**config.mk**
```make
export PLATFORM = sky130hd
export DESIGN_NAME = lsu_mem_bridge_flat
export DESIGN_NICKNAME = d
export VERILOG_FILES = /design/src/rtl/lsu_mem_bridge_pkg.sv /design/src/rtl/lsu_mem_bridge_if.sv /design/src/rtl/lsu_mem_bridge_lane_extract.sv /design/src/rtl/lsu_mem_bridge.sv /design/src/flat_wrapper.sv
export SDC_FILE = /design/constraint.sdc
export NUM_CORES = 1
export LEC_CHECK = 0
export CORE_MARGIN = 2
export CORE_UTILIZATION = 38
export CTS_BUF_LIST = sky130_fd_sc_hd__clkbuf_4 sky130_fd_sc_hd__clkbuf_8 sky130_fd_sc_hd__clkbuf_16
export DETAILED_ROUTE_END_ITERATION = 7
export PLACE_DENSITY = 0.7
export SYNTH_ARGS = -nofsm -noshare
export SYNTH_HDL_FRONTEND = slang
export SYNTH_SLANG_ARGS = --single-unit
```
**constraint.sdc**
```tcl
create_clock -name clock -period 5.87 [get_ports clock]
set_input_delay 0.587 -clock clock [delete_from_list [all_inputs] [get_ports clock]]
set_output_delay 0.587 -clock clock [all_outputs]
set_load 0.05 [all_outputs]
```
**src/rtl/lsu_mem_bridge_pkg.sv**
```systemverilog
`default_nettype none
// ============================================================================
// Module   : lsu_pkg
// Purpose  : Shared definitions for the LEGv8 load/store bridge: access-size
//            encodings, bridge state encoding and a size-to-bytes helper.
// Ports    : none (package)
// Revision : 1.0 - initial release
// ============================================================================
package lsu_pkg;

  // Access-size encodings carried on req_size
  localparam logic [1:0] SZ_B = 2'b00;
  localparam logic [1:0] SZ_H = 2'b01;
  localparam logic [1:0] SZ_W = 2'b10;
  localparam logic [1:0] SZ_D = 2'b11;

  typedef enum logic [1:0] {
    ST_IDLE   = 2'd0,
    ST_ACCESS = 2'd1,
    ST_RESP   = 2'd2
  } state_t;

  // Number of bytes touched by an access of the given size (1, 2, 4 or 8)
  function automatic logic [3:0] bytes_of(input logic [1:0] size);
    bytes_of = 4'd1 << size;
  endfunction

endpackage
`default_nettype wire

```
**src/rtl/lsu_mem_bridge_if.sv**
```systemverilog
`default_nettype none
// ============================================================================
// Module   : lsu_req_if / lsu_mem_if
// Purpose  : Bus bundles around the load/store bridge.
//            lsu_req_if : datapath request/response channel
//                         master = datapath, slave = bridge
//            lsu_mem_if : synchronous RAM channel
//                         master = bridge, slave = RAM
// Ports    : none (interfaces); widths follow DATA_W / ADDR_W
// Revision : 1.0 - initial release
// ============================================================================
interface lsu_req_if #(
  parameter int DATA_W = 64,
  parameter int ADDR_W = 32
);
  logic              req_valid;
  logic              req_ready;
  logic              req_write;
  logic [1:0]        req_size;
  logic              req_signed;
  logic [ADDR_W-1:0] req_addr;
  logic [DATA_W-1:0] req_wdata;
  logic              resp_valid;
  logic [DATA_W-1:0] resp_rdata;
  logic              resp_fault;

  modport master (
    output req_valid, req_write, req_size, req_signed, req_addr, req_wdata,
    input  req_ready, resp_valid, resp_rdata, resp_fault
  );

  modport slave (
    input  req_valid, req_write, req_size, req_signed, req_addr, req_wdata,
    output req_ready, resp_valid, resp_rdata, resp_fault
  );
endinterface

interface lsu_mem_if #(
  parameter int DATA_W = 64,
  parameter int ADDR_W = 32
);
  localparam int OFF_W = $clog2(DATA_W/8);

  logic                    mem_en;
  logic                    mem_we;
  logic [DATA_W/8-1:0]     mem_be;
  logic [ADDR_W-OFF_W-1:0] mem_addr;
  logic [DATA_W-1:0]       mem_wdata;
  logic [DATA_W-1:0]       mem_rdata;
  logic                    mem_ack;

  modport master (
    output mem_en, mem_we, mem_be, mem_addr, mem_wdata,
    input  mem_rdata, mem_ack
  );

  modport slave (
    input  mem_en, mem_we, mem_be, mem_addr, mem_wdata,
    output mem_rdata, mem_ack
  );
endinterface
`default_nettype wire

```
**src/rtl/lsu_mem_bridge_lane_extract.sv**
```systemverilog
`default_nettype none
// ============================================================================
// Module   : lsu_lane_extract
// Purpose  : Combinational load-lane extraction. Shifts the RAM word down by
//            the byte offset, keeps the bytes of the access size and sign- or
//            zero-extends the result to the full word.
// Ports    : word_i   - RAM read word
//            off_i    - byte offset inside the word
//            size_i   - access size (lsu_pkg SZ_*)
//            signed_i - 1 = sign-extend
//            result_o - extended load result
// Revision : 1.0 - initial release
// ============================================================================
module lsu_lane_extract
  import lsu_pkg::*;
#(
  parameter  int DATA_W = 64,
  localparam int OFF_W  = $clog2(DATA_W/8)
) (
  input  logic [DATA_W-1:0] word_i,
  input  logic [OFF_W-1:0]  off_i,
  input  logic [1:0]        size_i,
  input  logic              signed_i,
  output logic [DATA_W-1:0] result_o
);

  logic [DATA_W-1:0] w_shifted;
  int                w_nbits;
  logic              w_msb;

  always_comb begin
    w_shifted = word_i >> {off_i, 3'b000};

    w_nbits = DATA_W;
    case (size_i)
      SZ_B: w_nbits = 8;
      SZ_H: w_nbits = 16;
      SZ_W: w_nbits = 32;
      SZ_D: w_nbits = 64;
    endcase
    // A double on a 32-bit build is faulted upstream; clamp keeps indexing legal
    if (w_nbits > DATA_W) w_nbits = DATA_W;

    w_msb = 1'b0;
    for (int i = 0; i < DATA_W; i++) begin
      if (i == w_nbits - 1) w_msb = w_shifted[i];
    end

    result_o = '0;
    for (int i = 0; i < DATA_W; i++) begin
      result_o[i] = (i < w_nbits) ? w_shifted[i] : (signed_i & w_msb);
    end
  end

endmodule
`default_nettype wire

```
**src/rtl/lsu_mem_bridge.sv**
```systemverilog
`default_nettype none
// ============================================================================
// Module   : lsu_mem_bridge
// Purpose  : Load/store bridge between the LEGv8 memory-access stage and a
//            word-wide synchronous RAM. Valid/ready request, one-cycle
//            registered response, byte-lane steering, load extension and a
//            wait-state handshake with timeout fault.
// Ports    : clock - rising-edge clock
//            reset - asynchronous active-high reset
//            req   - lsu_req_if.slave  (request / response channel)
//            mem   - lsu_mem_if.master (RAM channel)
// Config   : LSU_ALIGN_CHECK_EN - when defined, misaligned requests fault
//            immediately; otherwise the byte offset is aligned down.
// Revision : 1.0 - initial release
// ============================================================================
module lsu_mem_bridge #(
  parameter int DATA_W         = 64,
  parameter int ADDR_W         = 32,
  parameter int TIMEOUT_CYCLES = 255
) (
  input  wire       clock,
  input  wire       reset,
  lsu_req_if.slave  req,
  lsu_mem_if.master mem
);
  import lsu_pkg::*;

  localparam int BE_W  = DATA_W / 8;
  localparam int OFF_W = $clog2(BE_W);
  localparam int WA_W  = ADDR_W - OFF_W;
  localparam int CNT_W = $clog2(TIMEOUT_CYCLES + 1);

  // Registered state and outputs
  state_t            state_q;
  logic              req_ready_q;
  logic              resp_valid_q;
  logic              resp_fault_q;
  logic [DATA_W-1:0] resp_rdata_q;
  logic              mem_en_q;
  logic              mem_we_q;
  logic [BE_W-1:0]   mem_be_q;
  logic [WA_W-1:0]   mem_addr_q;
  logic [DATA_W-1:0] mem_wdata_q;
  logic [OFF_W-1:0]  off_q;
  logic [1:0]        size_q;
  logic              signed_q;
  logic [CNT_W-1:0]  cnt_q;

  // Values decoded from the incoming request
  logic [OFF_W-1:0]  raw_off_d;
  logic [OFF_W-1:0]  align_mask_d;
  logic [OFF_W-1:0]  off_d;
  logic              size_fault_d;
  logic              imm_fault_d;
  logic [BE_W-1:0]   be_d;
  logic [DATA_W-1:0] wdata_d;
  logic [DATA_W-1:0] lane_d;

  always_comb begin
    raw_off_d    = req.req_addr[OFF_W-1:0];
    // Low offset bits that must be zero for a naturally aligned access
    align_mask_d = OFF_W'(bytes_of(req.req_size) - 4'd1);
    size_fault_d = ({1'b0, bytes_of(req.req_size)} > 5'(BE_W));
`ifdef LSU_ALIGN_CHECK_EN
    off_d        = raw_off_d;
    imm_fault_d  = size_fault_d | (|(raw_off_d & align_mask_d));
`else
    off_d        = raw_off_d & ~align_mask_d;
    imm_fault_d  = size_fault_d;
`endif
    be_d    = BE_W'((16'd1 << bytes_of(req.req_size)) - 16'd1) << off_d;
    wdata_d = req.req_wdata << {off_d, 3'b000};
  end

  lsu_lane_extract #(
    .DATA_W (DATA_W)
  ) u_lane_extract (
    .word_i   (mem.mem_rdata),
    .off_i    (off_q),
    .size_i   (size_q),
    .signed_i (signed_q),
    .result_o (lane_d)
  );

  always_ff @(posedge clock or posedge reset) begin
    if (reset) begin
      state_q      <= ST_IDLE;
      req_ready_q  <= 1'b1;
      resp_valid_q <= 1'b0;
      resp_fault_q <= 1'b0;
      resp_rdata_q <= '0;
      mem_en_q     <= 1'b0;
      mem_we_q     <= 1'b0;
      mem_be_q     <= '0;
      mem_addr_q   <= '0;
      mem_wdata_q  <= '0;
      off_q        <= '0;
      size_q       <= SZ_B;
      signed_q     <= 1'b0;
      cnt_q        <= '0;
    end else begin
      case (state_q)
        ST_IDLE: begin
          if (req.req_valid) begin
            off_q       <= off_d;
            size_q      <= req.req_size;
            signed_q    <= req.req_signed;
            req_ready_q <= 1'b0;
            if (imm_fault_d) begin
              state_q      <= ST_RESP;
              resp_valid_q <= 1'b1;
              resp_fault_q <= 1'b1;
              resp_rdata_q <= '0;
            end else begin
              state_q     <= ST_ACCESS;
              mem_en_q    <= 1'b1;
              mem_we_q    <= req.req_write;
              mem_be_q    <= be_d;
              mem_addr_q  <= req.req_addr[ADDR_W-1:OFF_W];
              mem_wdata_q <= wdata_d;
              cnt_q       <= '0;
            end
          end
        end

        ST_ACCESS: begin
          // Timeout is tested first so it wins over an ack in the same cycle
          if (cnt_q == CNT_W'(TIMEOUT_CYCLES - 1)) begin
            state_q      <= ST_RESP;
            resp_valid_q <= 1'b1;
            resp_fault_q <= 1'b1;
            resp_rdata_q <= '0;
            mem_en_q     <= 1'b0;
            mem_we_q     <= 1'b0;
            mem_be_q     <= '0;
            mem_addr_q   <= '0;
            mem_wdata_q  <= '0;
          end else if (mem.mem_ack) begin
            state_q      <= ST_RESP;
            resp_valid_q <= 1'b1;
            resp_fault_q <= 1'b0;
            resp_rdata_q <= mem_we_q ? '0 : lane_d;
            mem_en_q     <= 1'b0;
            mem_we_q     <= 1'b0;
            mem_be_q     <= '0;
            mem_addr_q   <= '0;
            mem_wdata_q  <= '0;
          end else begin
            cnt_q <= cnt_q + 1'b1;
          end
        end

        ST_RESP: begin
          state_q      <= ST_IDLE;
          req_ready_q  <= 1'b1;
          resp_valid_q <= 1'b0;
          resp_fault_q <= 1'b0;
          resp_rdata_q <= '0;
        end

        default: begin
          state_q     <= ST_IDLE;
          req_ready_q <= 1'b1;
        end
      endcase
    end
  end

  assign req.req_ready  = req_ready_q;
  assign req.resp_valid = resp_valid_q;
  assign req.resp_fault = resp_fault_q;
  assign req.resp_rdata = resp_rdata_q;
  assign mem.mem_en     = mem_en_q;
  assign mem.mem_we     = mem_we_q;
  assign mem.mem_be     = mem_be_q;
  assign mem.mem_addr   = mem_addr_q;
  assign mem.mem_wdata  = mem_wdata_q;

endmodule
`default_nettype wire

```
**src/flat_wrapper.sv**
```systemverilog
// flat-port wrapper written by rule: the top's interface ports become plain ports
module lsu_mem_bridge_flat import lsu_pkg::*;
#(
  parameter int DATA_W         = 64,
  parameter int ADDR_W         = 32,
  parameter int TIMEOUT_CYCLES = 255
)
  (clock, reset, req_req_valid, req_req_write, req_req_size, req_req_signed, req_req_addr, req_req_wdata, req_req_ready, req_resp_valid, req_resp_rdata, req_resp_fault, mem_mem_en, mem_mem_we, mem_mem_be, mem_mem_addr, mem_mem_wdata, mem_mem_rdata, mem_mem_ack);
  lsu_req_if #(.DATA_W(DATA_W), .ADDR_W(ADDR_W)) req_i ();
  lsu_mem_if #(.DATA_W(DATA_W), .ADDR_W(ADDR_W)) mem_i ();
  input  wire clock;
  input  wire reset;
  input wire logic [$bits(req_i.req_valid)-1:0] req_req_valid;
  input wire logic [$bits(req_i.req_write)-1:0] req_req_write;
  input wire logic [$bits(req_i.req_size)-1:0] req_req_size;
  input wire logic [$bits(req_i.req_signed)-1:0] req_req_signed;
  input wire logic [$bits(req_i.req_addr)-1:0] req_req_addr;
  input wire logic [$bits(req_i.req_wdata)-1:0] req_req_wdata;
  output wire logic [$bits(req_i.req_ready)-1:0] req_req_ready;
  output wire logic [$bits(req_i.resp_valid)-1:0] req_resp_valid;
  output wire logic [$bits(req_i.resp_rdata)-1:0] req_resp_rdata;
  output wire logic [$bits(req_i.resp_fault)-1:0] req_resp_fault;
  output wire logic [$bits(mem_i.mem_en)-1:0] mem_mem_en;
  output wire logic [$bits(mem_i.mem_we)-1:0] mem_mem_we;
  output wire logic [$bits(mem_i.mem_be)-1:0] mem_mem_be;
  output wire logic [$bits(mem_i.mem_addr)-1:0] mem_mem_addr;
  output wire logic [$bits(mem_i.mem_wdata)-1:0] mem_mem_wdata;
  input wire logic [$bits(mem_i.mem_rdata)-1:0] mem_mem_rdata;
  input wire logic [$bits(mem_i.mem_ack)-1:0] mem_mem_ack;
  assign req_i.req_valid = req_req_valid;
  assign req_i.req_write = req_req_write;
  assign req_i.req_size = req_req_size;
  assign req_i.req_signed = req_req_signed;
  assign req_i.req_addr = req_req_addr;
  assign req_i.req_wdata = req_req_wdata;
  assign req_req_ready = req_i.req_ready;
  assign req_resp_valid = req_i.resp_valid;
  assign req_resp_rdata = req_i.resp_rdata;
  assign req_resp_fault = req_i.resp_fault;
  assign mem_mem_en = mem_i.mem_en;
  assign mem_mem_we = mem_i.mem_we;
  assign mem_mem_be = mem_i.mem_be;
  assign mem_mem_addr = mem_i.mem_addr;
  assign mem_mem_wdata = mem_i.mem_wdata;
  assign mem_i.mem_rdata = mem_mem_rdata;
  assign mem_i.mem_ack = mem_mem_ack;
  lsu_mem_bridge #(.DATA_W(DATA_W), .ADDR_W(ADDR_W), .TIMEOUT_CYCLES(TIMEOUT_CYCLES)) u_core (.clock(clock), .reset(reset), .req(req_i), .mem(mem_i));
endmodule
```
==> Word-level counts from Yosys, hierarchy flattened <==
Index checks and enable logic that the tools add are counted.
{ "totals": {"register_bits": 186} }
{ "op_classes": {"n_addsub": 4, "order_cmp": 66, "eq_ne": 75, "shift": 5, "muxes": 178, "n_bitwise": 4, "n_reduce_logical": 11} }
{ "op_table": {"columns": ["operator", "n"], "rows": [
  ["== test 7 x 32 -> 1 bit, first input constant", 32],
  ["less-than comparator 7 x 32 -> 1 bit, first input constant", 32],
  ["two-way mux 64 bit", 9],
  ["== test 6 x 32 -> 1 bit, first input constant", 16],
  ["less-than comparator 6 x 32 -> 1 bit, first input constant", 16],
  ["== test 5 x 32 -> 1 bit, first input constant", 8],
  ["less-than comparator 5 x 32 -> 1 bit, first input constant", 8],
  ["case mux 64 bit (3 select lines)", 1],
  ["two-way mux 1 bit", 140],
  ["== test 4 x 32 -> 1 bit, first input constant", 4],
  ["less-than comparator 4 x 32 -> 1 bit, first input constant", 4],
  ["case mux 32 bit (4 select lines)", 1],
  ["case mux 64 bit (2 select lines)", 1],
  ["two-way mux 29 bit", 4],
  ["== test 3 x 32 -> 1 bit, first input constant", 2],
  ["less-than comparator 3 x 32 -> 1 bit, first input constant", 2],
  ["two-way mux 8 bit", 8],
  ["<< shifter 64 x 6 -> 64 bit", 1],
  ["right shift 64 x 6 -> 64 bit", 1],
  ["case mux 29 bit (2 select lines)", 1],
  ["== test 2 x 32 -> 1 bit, first input constant", 1],
  ["> comparator 32 x 8 -> 1 bit, second input constant", 1],
  ["zero test 32 bit", 1],
  ["less-than comparator 1 x 32 -> 1 bit, first input constant", 1],
  ["other kinds (31)", 48]
]} }

==> Longest topological paths before layout <==
Gate-level depths: netlist of the first run.
{ "depth": {"word_depth": 76, "depth_mapped": 12, "depth_no_buf": 8} }

==> By module <==
Synthesis of the first run repeated with hierarchy kept, for this count alone.
{ "hier_totals": {"cells_unflattened": 1185, "hier_area_um2": 11753.8} }
{ "by_module_without_submodules": {"columns": ["module", "n_inst", "cells_per_inst", "area_per_inst_um2", "seq_area_each_um2"], "rows": [
  ["lsu_mem_bridge", 1, 882, 9293.9, 4655.7],
  ["lsu_lane_extract", 1, 303, 2459.9, 0.0]
]} }

==> Worst setup path after synthesis of the first run <==
OpenSTA, ideal clock, no wires.
{ "synth_path": {"kind": "input port to flip-flop", "from": "in req_req_size[0]", "to": "reg u_core.mem_wdata_q[51] (netlist: u_core.mem.mem_wdata[51])", "setup_ns": 0.121, "t_arrival_ns": 2.782, "required_ns": 5.749, "setup_slack_ns": 2.967, "stages": 12, "path_cell_list": "clkbuf_1 -> or2_2 -> inv_1 -> ha_1 -> clkbuf_1 -> and2_1 -> buf_2 -> clkbuf_1 -> mux2i_1 -> a2bb2oi_1 -> o21ai_0 -> a22o_1"} }
{ "synth_between": {"elab_chain_len": 8, "elab_cells_between_ends": 11} }
{ "synth_rtl": {"columns": ["item", "line", "rtl"], "rows": [
  ["start: declaration", "flat_wrapper.sv:15", "input wire logic [$bits(req_i.req_size)-1:0] req_req_size;"],
  ["<< shifter 1 x 2 -> 4 bit (*)", "lsu_mem_bridge_pkg.sv:25", "bytes_of = 4'd1 << size;"],
  ["subtractor 3 x 1 -> 3 bit", "lsu_mem_bridge.sv:62", "align_mask_d = OFF_W'(bytes_of(req.req_size) - 4'd1);"],
  ["NOT 3 bit", "lsu_mem_bridge.sv:68", "off_d = raw_off_d & ~align_mask_d;"],
  ["bitwise AND 3 bit", "lsu_mem_bridge.sv:68", null],
  ["<< shifter 64 x 6 -> 64 bit", "lsu_mem_bridge.sv:72", "wdata_d = req.req_wdata << {off_d, 3'b000};"],
  ["two-way mux 64 bit", "lsu_mem_bridge.sv:109", "if (imm_fault_d) begin"],
  ["two-way mux 64 bit", "lsu_mem_bridge.sv:104", "if (req.req_valid) begin"],
  ["case mux 64 bit (2 select lines)", "lsu_mem_bridge.sv:102", "case (state_q)"],
  ["end signal: assignment", "lsu_mem_bridge.sv:120", "mem_wdata_q <= wdata_d;"],
  ["end: declaration", "lsu_mem_bridge.sv:43", "logic [DATA_W-1:0] mem_wdata_q;"]
]} }
Every way passes the cells marked *; elsewhere a longest branch is shown, timed or not. The select of a mux whose other input is x is not followed.
A chain may end at the register's enable or synchronous reset.

==> Final worst setup path of the first run <==
{ "layout_path": {"from": "reg u_core.off_q[0]", "to": "reg u_core.resp_rdata_q[57] (netlist: u_core.req.resp_rdata[57])"} }
{ "layout_between": {"elab_chain_len": 71} }
{ "layout_rtl": {"columns": ["item", "line", "rtl"], "rows": [
  ["start: declaration", "lsu_mem_bridge.sv:44", "logic [OFF_W-1:0] off_q;"],
  ["start signal: assignment", "lsu_mem_bridge.sv:97", "off_q <= '0;"],
  ["start signal: assignment", "lsu_mem_bridge.sv:105", "off_q <= off_d;"],
  ["right shift 64 x 6 -> 64 bit (*)", "lsu_mem_bridge_lane_extract.sv:32", "w_shifted = word_i >> {off_i, 3'b000};"],
  ["two-way mux 1 bit (64 in series)", "lsu_mem_bridge_lane_extract.sv:46", "if (i == w_nbits - 1) w_msb = w_shifted[i];"],
  ["bitwise AND 1 bit", "lsu_mem_bridge_lane_extract.sv:51", "result_o[i] = (i < w_nbits) ? w_shifted[i] : (signed_i & w_msb);"],
  ["two-way mux 1 bit (*)", "lsu_mem_bridge_lane_extract.sv:51", null],
  ["two-way mux 64 bit (*)", "lsu_mem_bridge.sv:142", "resp_rdata_q <= mem_we_q ? '0 : lane_d;"],
  ["two-way mux 64 bit (*)", "lsu_mem_bridge.sv:138", "end else if (mem.mem_ack) begin"],
  ["two-way mux 64 bit (*)", "lsu_mem_bridge.sv:128", "if (cnt_q == CNT_W'(TIMEOUT_CYCLES - 1)) begin"],
  ["case mux 64 bit (3 select lines) (*)", "lsu_mem_bridge.sv:102", null],
  ["end signal: assignment", "lsu_mem_bridge.sv:142", null],
  ["end: declaration", "lsu_mem_bridge.sv:38", "logic [DATA_W-1:0] resp_rdata_q;"]
]} }
Marked as above.

==> results of run 1 <==
[logic make-up after synthesis]
logic type | after synthesis | synth area share
AOI/OAI and AO/OA | 366 | 0.239
xor gates and xnor gates | 7 | 0.00577
adders and majority gates | 8 | 0.00942
buffers and inverters | 113 | 0.0451
DFF | 186 | 0.438
muxes | 134 | 0.152
and+or+nand+nor | 260 | 0.111
[layer usage]
| metal | up-vias | GRT usage | wire [um] |
|---|---|---|---|
| met5 | - | 0 | 0 |
| met3 | 90 | 0.0828 | 4490 |
| met4 | 0 | 0.108 | 1470 |
| met2 | 622 | 0.462 | 19200 |
| li1 | 4560 | - | - |
| met1 | 4952 | 0.327 | 15500 |
[worst max-delay path, delay by kind of cell, from the launching register on]
kind	cells	cell delay [ns]
DFF	1	0.35
buffers and inverters	2	1.46
muxes	1	0.59
AOI/OAI and AO/OA	3	1.39
[report_power, final]
| part | total, W | internal, W | switching [W] |
|---|---|---|---|
| registers | 0.00217 | 0.00178 | 0.000394 |
| clock network | 0.00114 | 0.000561 | 0.000578 |
| logic | 0.00497 | 0.00167 | 0.00330 |
| total | 0.00828 | 0.00401 | 0.00428 |
[cells in the mapped netlist, drive strengths merged (2+ instances only)]
cell type / n / share of area
o221ai: 2 / 0.0016
a311oi: 6 / 0.0049
o211ai: 8 / 0.0061
nor4b: 2 / 0.0045
mux2i: 96 / 0.091
a2bb2oi: 8 / 0.0066
ha: 8 / 0.0094
clkbuf: 58 / 0.020
a221o: 15 / 0.014
nor2: 36 / 0.013
a211oi: 24 / 0.017
a2111oi: 5 / 0.0059
a22o: 57 / 0.047
inv: 19 / 0.0067
dfrtp: 185 / 0.44
o22ai: 13 / 0.0077
a311o: 8 / 0.0075
o21ai: 110 / 0.052
a31oi: 11 / 0.0065
or3: 4 / 0.0028
buf: 35 / 0.018
or2: 4 / 0.0024
mux4: 20 / 0.042
xnor2: 6 / 0.0049
mux2: 18 / 0.019
nand2: 161 / 0.057
nand2b: 4 / 0.0024
nor2b: 7 / 0.0041
nor3: 8 / 0.0038
nor4: 3 / 0.0024
and2: 11 / 0.0065
a21oi: 57 / 0.027
or3b: 2 / 0.0016
and3: 8 / 0.0047
nand3: 6 / 0.0028
nor3b: 2 / 0.0019
a211o: 17 / 0.014
a32o: 9 / 0.0085
o2bb2ai: 8 / 0.0066
[final cells by class]
class                      instances  area share
clock inverter                    15     0.00904
sequential                       186       0.315
inverter                          20     0.00558
tap                              378      0.0319
antenna                            1    0.000169
multi-input combinational        775       0.373
timing repair buffer             356       0.237
clock buffer                      17      0.0287
[registers in the layout, summed over array words and instances (netlist names), 2 cells and up]
name and flops:
u_core.size_q 2, u_core.mem.mem_wdata 64, u_core.cnt_q 8, u_core.mem.mem_be 8
u_core.off_q 3, u_core.mem.mem_addr 29, u_core.req.resp_rdata 64, u_core.state_q 2
[worst paths after layout]
path / startpoint / end / slack [ns] / cells past startpoint
max reg2reg: u_core.off_q[0] / u_core.req.resp_rdata[57] / 1.88 / 6
min in group asynchronous: reset / u_core.mem.mem_be[3] / 0.77 / 2
max in group asynchronous: reset / u_core.mem.mem_wdata[33] / 3.78 / 3
max: u_core.off_q[0] / u_core.req.resp_rdata[57] / 1.88 / 6
min reg2reg: u_core.req.resp_rdata[58] / u_core.req.resp_rdata[58] / 0.48 / 2
min: u_core.req.resp_rdata[58] / u_core.req.resp_rdata[58] / 0.48 / 2
[metrics by stage]
step,setup slack (ns),cell area (um2),hold slack [ns]
after floorplan,0.228,10600,0.489
after global placement,1.94,14200,0.462
after detailed placement,1.84,14200,0.470
after CTS,1.94,14800,0.488
after global routing,1.51,14800,0.495
final,1.88,14800,0.482
==> impl_metrics.json, run 1 <==
{
  "slew_violations": 0,
  "drt_first_pass_iters": 5,
  "final_nets": 1532,
  "min_path_type": "reg -> reg",
  "insertion_delay_ns": 0.44,
  "worst_pin_slew_ns": 1.17,
  "die_y_um": 171,
  "postSynthAreaPerCell_um2": 9.90,
  "leakagePower_nw": 6.23,
  "yosys_warnings": 0,
  "wl_um": 40600,
  "ys_async_sr_fraction": 1.00,
  "design.core.area_mm2": 0.0276,
  "globalRouteOverflowTotal": 0,
  "ys_seq_area_frac": 0.438,
  "clockBufferDepth": 2,
  "start_util": 0.385,
  "rsz0062_at_grt": "no",
  "remaining_drc_errors": 0,
  "yosysUniqueCellTypes": 63,
  "max_freq_mhz": 251,
  "cts_resized": 0,
  "drv_cap": 0,
  "power.density_mw_per_mm2": 559,
  "worst_path_max_delay_cell": "o211ai_2",
  "fin_crit_sh": 0.679,
  "cp.required_ns": 6.13,
  "start_kind": "flop",
  "root_buffer": "clkbuf_16",
  "path_clk_slew_ns": 0.08,
  "port_buffers": 337,
  "dpl.cell_count": 1715,
  "dieWidth_um": 171,
  "cts_tree": "yes",
  "htree_levels": 4,
  "worstSetupPathType": "reg -> reg",
  "cp.arrival_ns": 4.25,
  "num_io_pins": 338,
  "die_area_mm2": 0.0293,
  "synth_edf_count": 0,
  "grt_pass1_wl_um": 60400,
  "multiInputGateArea_mm2": 0.00552,
  "fin_util": 0.536,
  "drtIter0Drc": 1095,
  "synth_nets": 1250,
  "layout_common_cells": "337 x clkdlybuf4s50_1, 183 x dfrtp_1, 161 x nand2_1",
  "cp_max_fo": 57,
  "end_kind": "flop",
  "fin_setup_tns_ns": 0,
  "cp_cell_sequence": "buf_4, clkinv_1, mux2i_2, a2111oi_0, o211ai_2, o21ai_0",
  "max_stage_delay_ns": 0.92,
  "synth_flop_cell": "dfrtp_1",
  "cts_made_buffers": 17,
  "dp_hpwl_um": 29500,
  "grt_pass1_vias": 10200,
  "layout_commonest_cell": "clkdlybuf4s50_1",
  "min_period_ns": 3.99,
  "viasPerCell": 5.85,
  "clock_sinks": 186,
  "finalWeightedCongestion": 0.913,
  "synth_area_mm2": 0.0106,
  "grt_usage": 0.274,
  "fillers": 2509,
  "report.final.hold_viol_count": 0,
  "total_power_w": 0.00828,
  "final_cells": 1748,
  "cts_hold_buffers": 0,
  "vias": 10200,
  "drive_gt1_frac": 0.0789,
  "grt_start_max_net_pins": 136,
  "antenna_found_initial": 1,
  "area_growth_pct": 39.3,
  "postCtsSetupBuffers": 0,
  "num_rows": 61,
  "ir_worst_vdd_uv": 352,
  "routedWlPerCell_um": 23.2,
  "finalSetupViolations": 0,
  "ys_ff_latch": 186,
  "fin_worst_skew_ns": 0.0126,
  "status": "finished, final reports clean",
  "synthCells": 1074,
  "ant_nets": 0,
  "seq_area_mm2": 0.00466,
  "relSlewSlack": 0.217
}
Note: power is estimated with default switching activity, not from simulation.
==> run 2: changes to the inputs <==
--- a/config.mk
+++ b/config.mk
@@ -9,7 +9,7 @@
 export CORE_UTILIZATION = 38
 export CTS_BUF_LIST = sky130_fd_sc_hd__clkbuf_4 sky130_fd_sc_hd__clkbuf_8 sky130_fd_sc_hd__clkbuf_16
 export DETAILED_ROUTE_END_ITERATION = 7
-export PLACE_DENSITY = 0.7
+export PLACE_DENSITY = 0.68
 export SYNTH_ARGS = -nofsm -noshare
 export SYNTH_HDL_FRONTEND = slang
 export SYNTH_SLANG_ARGS = --single-unit
==> constraint.sdc (replaced) <==
create_clock -name clock -period 4.08 [get_ports clock]
set_input_delay 0.408 -clock clock [delete_from_list [all_inputs] [get_ports clock]]
set_output_delay 0.408 -clock clock [all_outputs]
set_load 0.05 [all_outputs]
==> impl_metrics.json, run 2 (synthesis results as in run 1) <==
{
  "status": "finished, final reports clean",
  "report.final.hold_viol_count": 0,
  "path_clk_slew_ns": 0.08,
  "htree_levels": 4,
  "min_period_ns": 3.08,
  "area_growth_pct": 40.5,
  "grt_start_max_net_pins": 105,
  "die_y_um": 171,
  "rsz0062_at_grt": "no",
  "fin_setup_tns_ns": 0,
  "min_path_type": "in -> async",
  "design.core.area_mm2": 0.0276,
  "grt_usage": 0.283,
  "antenna_found_initial": 1,
  "end_kind": "flop",
  "final_nets": 1545,
  "dpl.cell_count": 1728,
  "worstSetupPathType": "reg -> reg",
  "remaining_drc_errors": 0,
  "cts_tree": "yes",
  "layout_common_cells": "337 x clkdlybuf4s50_1, 183 x dfrtp_1, 161 x nand2_1",
  "vias": 10200,
  "layout_commonest_cell": "clkdlybuf4s50_1",
  "dp_hpwl_um": 30200,
  "r2r_cells": 7,
  "holdWs_ns": 0.467,
  "fin_worst_skew_ns": 0.0144,
  "slew_violations": 0,
  "postCtsSetupBuffers": 0,
  "insertion_delay_ns": 0.44,
  "final_cells": 1760,
  "num_io_pins": 338,
  "leakagePower_nw": 6.31,
  "cp_max_fo": 20,
  "clock_sinks": 186,
  "cts_hold_buffers": 0,
  "clockBufferDepth": 2,
  "viasPerCell": 5.81,
  "fin_util": 0.541,
  "start_util": 0.385,
  "cts_resized": 0,
  "cts_made_buffers": 17,
  "fin_crit_sh": 0.755,
  "drtIter0Drc": 786,
  "drv_cap": 0,
  "num_rows": 61,
  "finalSetupViolations": 0,
  "ant_nets": 0,
  "grt_pass1_wl_um": 62500,
  "dieWidth_um": 171,
  "drive_gt1_frac": 0.0869,
  "seq_area_mm2": 0.00466,
  "relSlewSlack": 0.294,
  "start_kind": "flop",
  "grt_pass1_vias": 10300,
  "root_buffer": "clkbuf_16",
  "power.density_mw_per_mm2": 799,
  "die_area_mm2": 0.0293,
  "finalWeightedCongestion": 0.977,
  "globalRouteOverflowTotal": 0,
  "cp.arrival_ns": 3.45,
  "multiInputGateArea_mm2": 0.00552,
  "routedWlPerCell_um": 23.5,
  "cp.required_ns": 4.45,
  "port_buffers": 337,
  "wl_um": 41400,
  "max_freq_mhz": 324,
  "fillers": 2546,
  "worst_pin_slew_ns": 1.05,
  "drt_first_pass_iters": 5,
  "ir_worst_vdd_uv": 534
}
-- run 2: changes by cell type in the layout (fill, tap and decap cells not counted), sizes merged --
cell / previous run / this run
buf: 19 / 32
clkinv: 5 / 7
inv: 27 / 25
clkinvlp: 3 / 2
-- run 2: worst max-delay path: stages, from the launching register on --
cell       delay, ns
dfrtp_1         0.40
inv_1           0.08
ha_1            0.52
o21ai_1         0.37
or3_1           0.82
a2111oi_4       0.35
buf_4           0.31
a221o_1         0.15
-- run 2: routing by layer --
metal,vias up,share of wire,track usage
li1,4589,-,-
met1,4958,0.39,0.344
met2,589,0.47,0.467
met3,92,0.10,0.0907
met4,2,0.040,0.115
met5,-,0.00031,0
-- run 2: path summary, 6_finish.rpt --
check,from,end,slack [ns]
min in group clock,u_core.req.resp_rdata[59],u_core.req.resp_rdata[59],0.49
worst min-delay path,reset,u_core.mem.mem_wdata[10],0.47
worst max-delay path,u_core.state_q[1],u_core.req.resp_rdata[22],1.0
worst max register to register,u_core.state_q[1],u_core.req.resp_rdata[22],1.0
max in group asynchronous,reset,u_core.mem.mem_be[6],3.05
worst min register to register,u_core.req.resp_rdata[59],u_core.req.resp_rdata[59],0.49
-- run 2: cell type report --
| type | instances | share of cell area |
|---|---|---|
| Antenna cell | 1 | 0.000168 |
| Clock inverter | 14 | 0.00871 |
| Timing Repair Buffer | 369 | 0.244 |
| Inverter | 20 | 0.00528 |
| Tap cell | 378 | 0.0317 |
| Multi-Input combinational cell | 775 | 0.369 |
| Clock buffer | 17 | 0.0285 |
| Sequential cell | 186 | 0.312 |
-- run 2: per-stage QoR --
stage	total power [W]	setup slack (ns)	cell area [um2]
2_1_floorplan	0.00779	1.28	10600
3_3_place_gp	0.0103	0.743	14400
3_5_place_dp	0.0103	0.637	14400
6_report	0.0119	0.998	14900
4_1_cts	0.0120	0.963	14900
5_1_grt	0.0125	0.756	14900
-- run 2: power breakdown --
group          switching [W]  internal, W
Combinational        0.00471      0.00243
Clock               0.000820     0.000804
Sequential          0.000613      0.00256
Total                0.00614      0.00579
==> run 3: changes to the inputs <==
==> constraint.sdc (replaced) <==
create_clock -name clock -period 2.9 [get_ports clock]
set_input_delay 0.29 -clock clock [delete_from_list [all_inputs] [get_ports clock]]
set_output_delay 0.29 -clock clock [all_outputs]
set_load 0.05 [all_outputs]
==> impl_metrics.json, run 3 (synthesis results as in run 1) <==
{
  "drv_cap": 0,
  "layout_commonest_cell": "clkdlybuf4s50_1",
  "place_ws_ns": 0.0664,
  "ant_nets": 0,
  "cp_max_fo": 15,
  "worst_path_max_delay_cell": "a2111oi_4",
  "fin_setup_tns_ns": 0,
  "antenna_found_initial": 0,
  "start_kind": "flop",
  "drtIter0Drc": 986,
  "start_util": 0.385,
  "die_y_um": 171,
  "cts_made_buffers": 17,
  "fin_crit_sh": 0.931,
  "r2r_cells": 6,
  "vias": 10300,
  "status": "finished, final reports clean",
  "worst_pin_slew_ns": 1.04,
  "cts_hold_buffers": 0,
  "finalSetupViolations": 0,
  "max_stage_delay_ns": 0.90,
  "cp_cell_sequence": "buf_4, nor4b_4, o21ai_1, or3_4, a2111oi_4, a221o_1",
  "remaining_drc_errors": 0,
  "setup_slack_ns": 0.199,
  "r2r_start": "u_core.off_q[2]",
  "final_nets": 1573,
  "design.core.area_mm2": 0.0276,
  "max_freq_mhz": 370,
  "power.density_mw_per_mm2": 1120,
  "min_path_type": "in -> async",
  "cts_tree": "yes",
  "relSlewSlack": 0.306,
  "drive_gt1_frac": 0.105,
  "num_io_pins": 338,
  "rrSetupSlack_ns": 0.20,
  "cp.required_ns": 3.27,
  "cts_resized": 0,
  "die_area_mm2": 0.0293,
  "insertion_delay_ns": 0.43,
  "critPathTopFamily": "compound AO/OA/AOI/OAI gates",
  "end_kind": "flop",
  "htree_levels": 4,
  "drt_first_pass_iters": 5,
  "diodes": 0,
  "fin_worst_skew_ns": 0.0132,
  "grt_start_max_net_pins": 71,
  "rsz0062_at_grt": "no",
  "worstSetupPathType": "reg -> reg",
  "num_rows": 61,
  "dieWidth_um": 171,
  "area_growth_pct": 43.8,
  "viasPerCell": 5.74,
  "grt_usage": 0.280,
  "clock_sinks": 186,
  "grt_pass1_vias": 10400,
  "fillers": 2512,
  "leakagePower_nw": 6.49,
  "path_clk_slew_ns": 0.07,
  "layout_common_cells": "337 x clkdlybuf4s50_1, 183 x dfrtp_1, 161 x nand2_1",
  "fin_util": 0.553,
  "postCtsSetupBuffers": 0,
  "ir_worst_vdd_uv": 697,
  "report.final.hold_viol_count": 0,
  "dp_hpwl_um": 31200,
  "root_buffer": "clkbuf_16",
  "globalRouteOverflowTotal": 0,
  "grt_pass1_wl_um": 61700,
  "timing.rr.end": "u_core.req.resp_rdata[16]",
  "clockBufferDepth": 2,
  "min_period_ns": 2.70,
  "critPathBufInv": 1,
  "slew_violations": 0,
  "cp.arrival_ns": 3.07,
  "finalWeightedCongestion": 0.927,
  "port_buffers": 337,
  "wl_um": 41200,
  "routedWlPerCell_um": 23.0
}
==> run 3: routing by layer <==
| layer | track usage | wire length [um] |
|---|---|---|
| met4 | 0.135 | 1830 |
| met5 | 0 | 0 |
| met1 | 0.339 | 16200 |
| met2 | 0.459 | 19200 |
| met3 | 0.0789 | 3940 |
==> run 3: worst max path at each step <==
stage / startpoint / endpoint / depth (start not counted)
5_1_grt: u_core.off_q[2] / u_core.req.resp_rdata[17] / 6
2_1_floorplan: reset / u_core.cnt_q[0] / 1
4_1_cts: u_core.off_q[2] / u_core.req.resp_rdata[16] / 6
6_report: u_core.off_q[2] / u_core.req.resp_rdata[16] / 6
3_3_place_gp: req_req_size[1] / u_core.mem.mem_wdata[54] / 11
3_5_place_dp: mem_mem_rdata[63] / u_core.req.resp_rdata[16] / 6
==> run 3: per-stage QoR <==
step	cells	area [um2]	power, W	hold WS [ns]
after global routing	1787	15300	0.0179	0.327
after floorplan	1074	10600	0.0110	0.430
after global placement	1756	14700	0.0147	0.464
after detailed placement	1756	14700	0.0147	0.464
final	1787	15300	0.0171	0.291
after CTS	1787	15300	0.0171	0.302
==> run 3: where the power goes <==
part           internal, W  total (W)  switching (W)
combinational      0.00363     0.0104        0.00673
clock              0.00119    0.00234        0.00115
sequential         0.00360    0.00439       0.000793
==> run 3: final cells by class <==
cell class | count | area [um2] | share of cell area
multi-input cells | 775 | 5520 | 0.361
flip-flops and latches | 186 | 4660 | 0.305
clock inverters | 12 | 124 | 0.00811
inverters | 20 | 78.8 | 0.00516
well taps | 378 | 473 | 0.0310
clock buffers | 19 | 453 | 0.0296
repair buffers | 397 | 3970 | 0.260
==> run 3: worst register-to-register path: stages (launching register included) <==
cell,delay [ns]
dfrtp_1,0.54
buf_4,0.24
nor4b_4,0.24
o21ai_1,0.12
or3_4,0.38
a2111oi_4,0.90
a221o_1,0.23
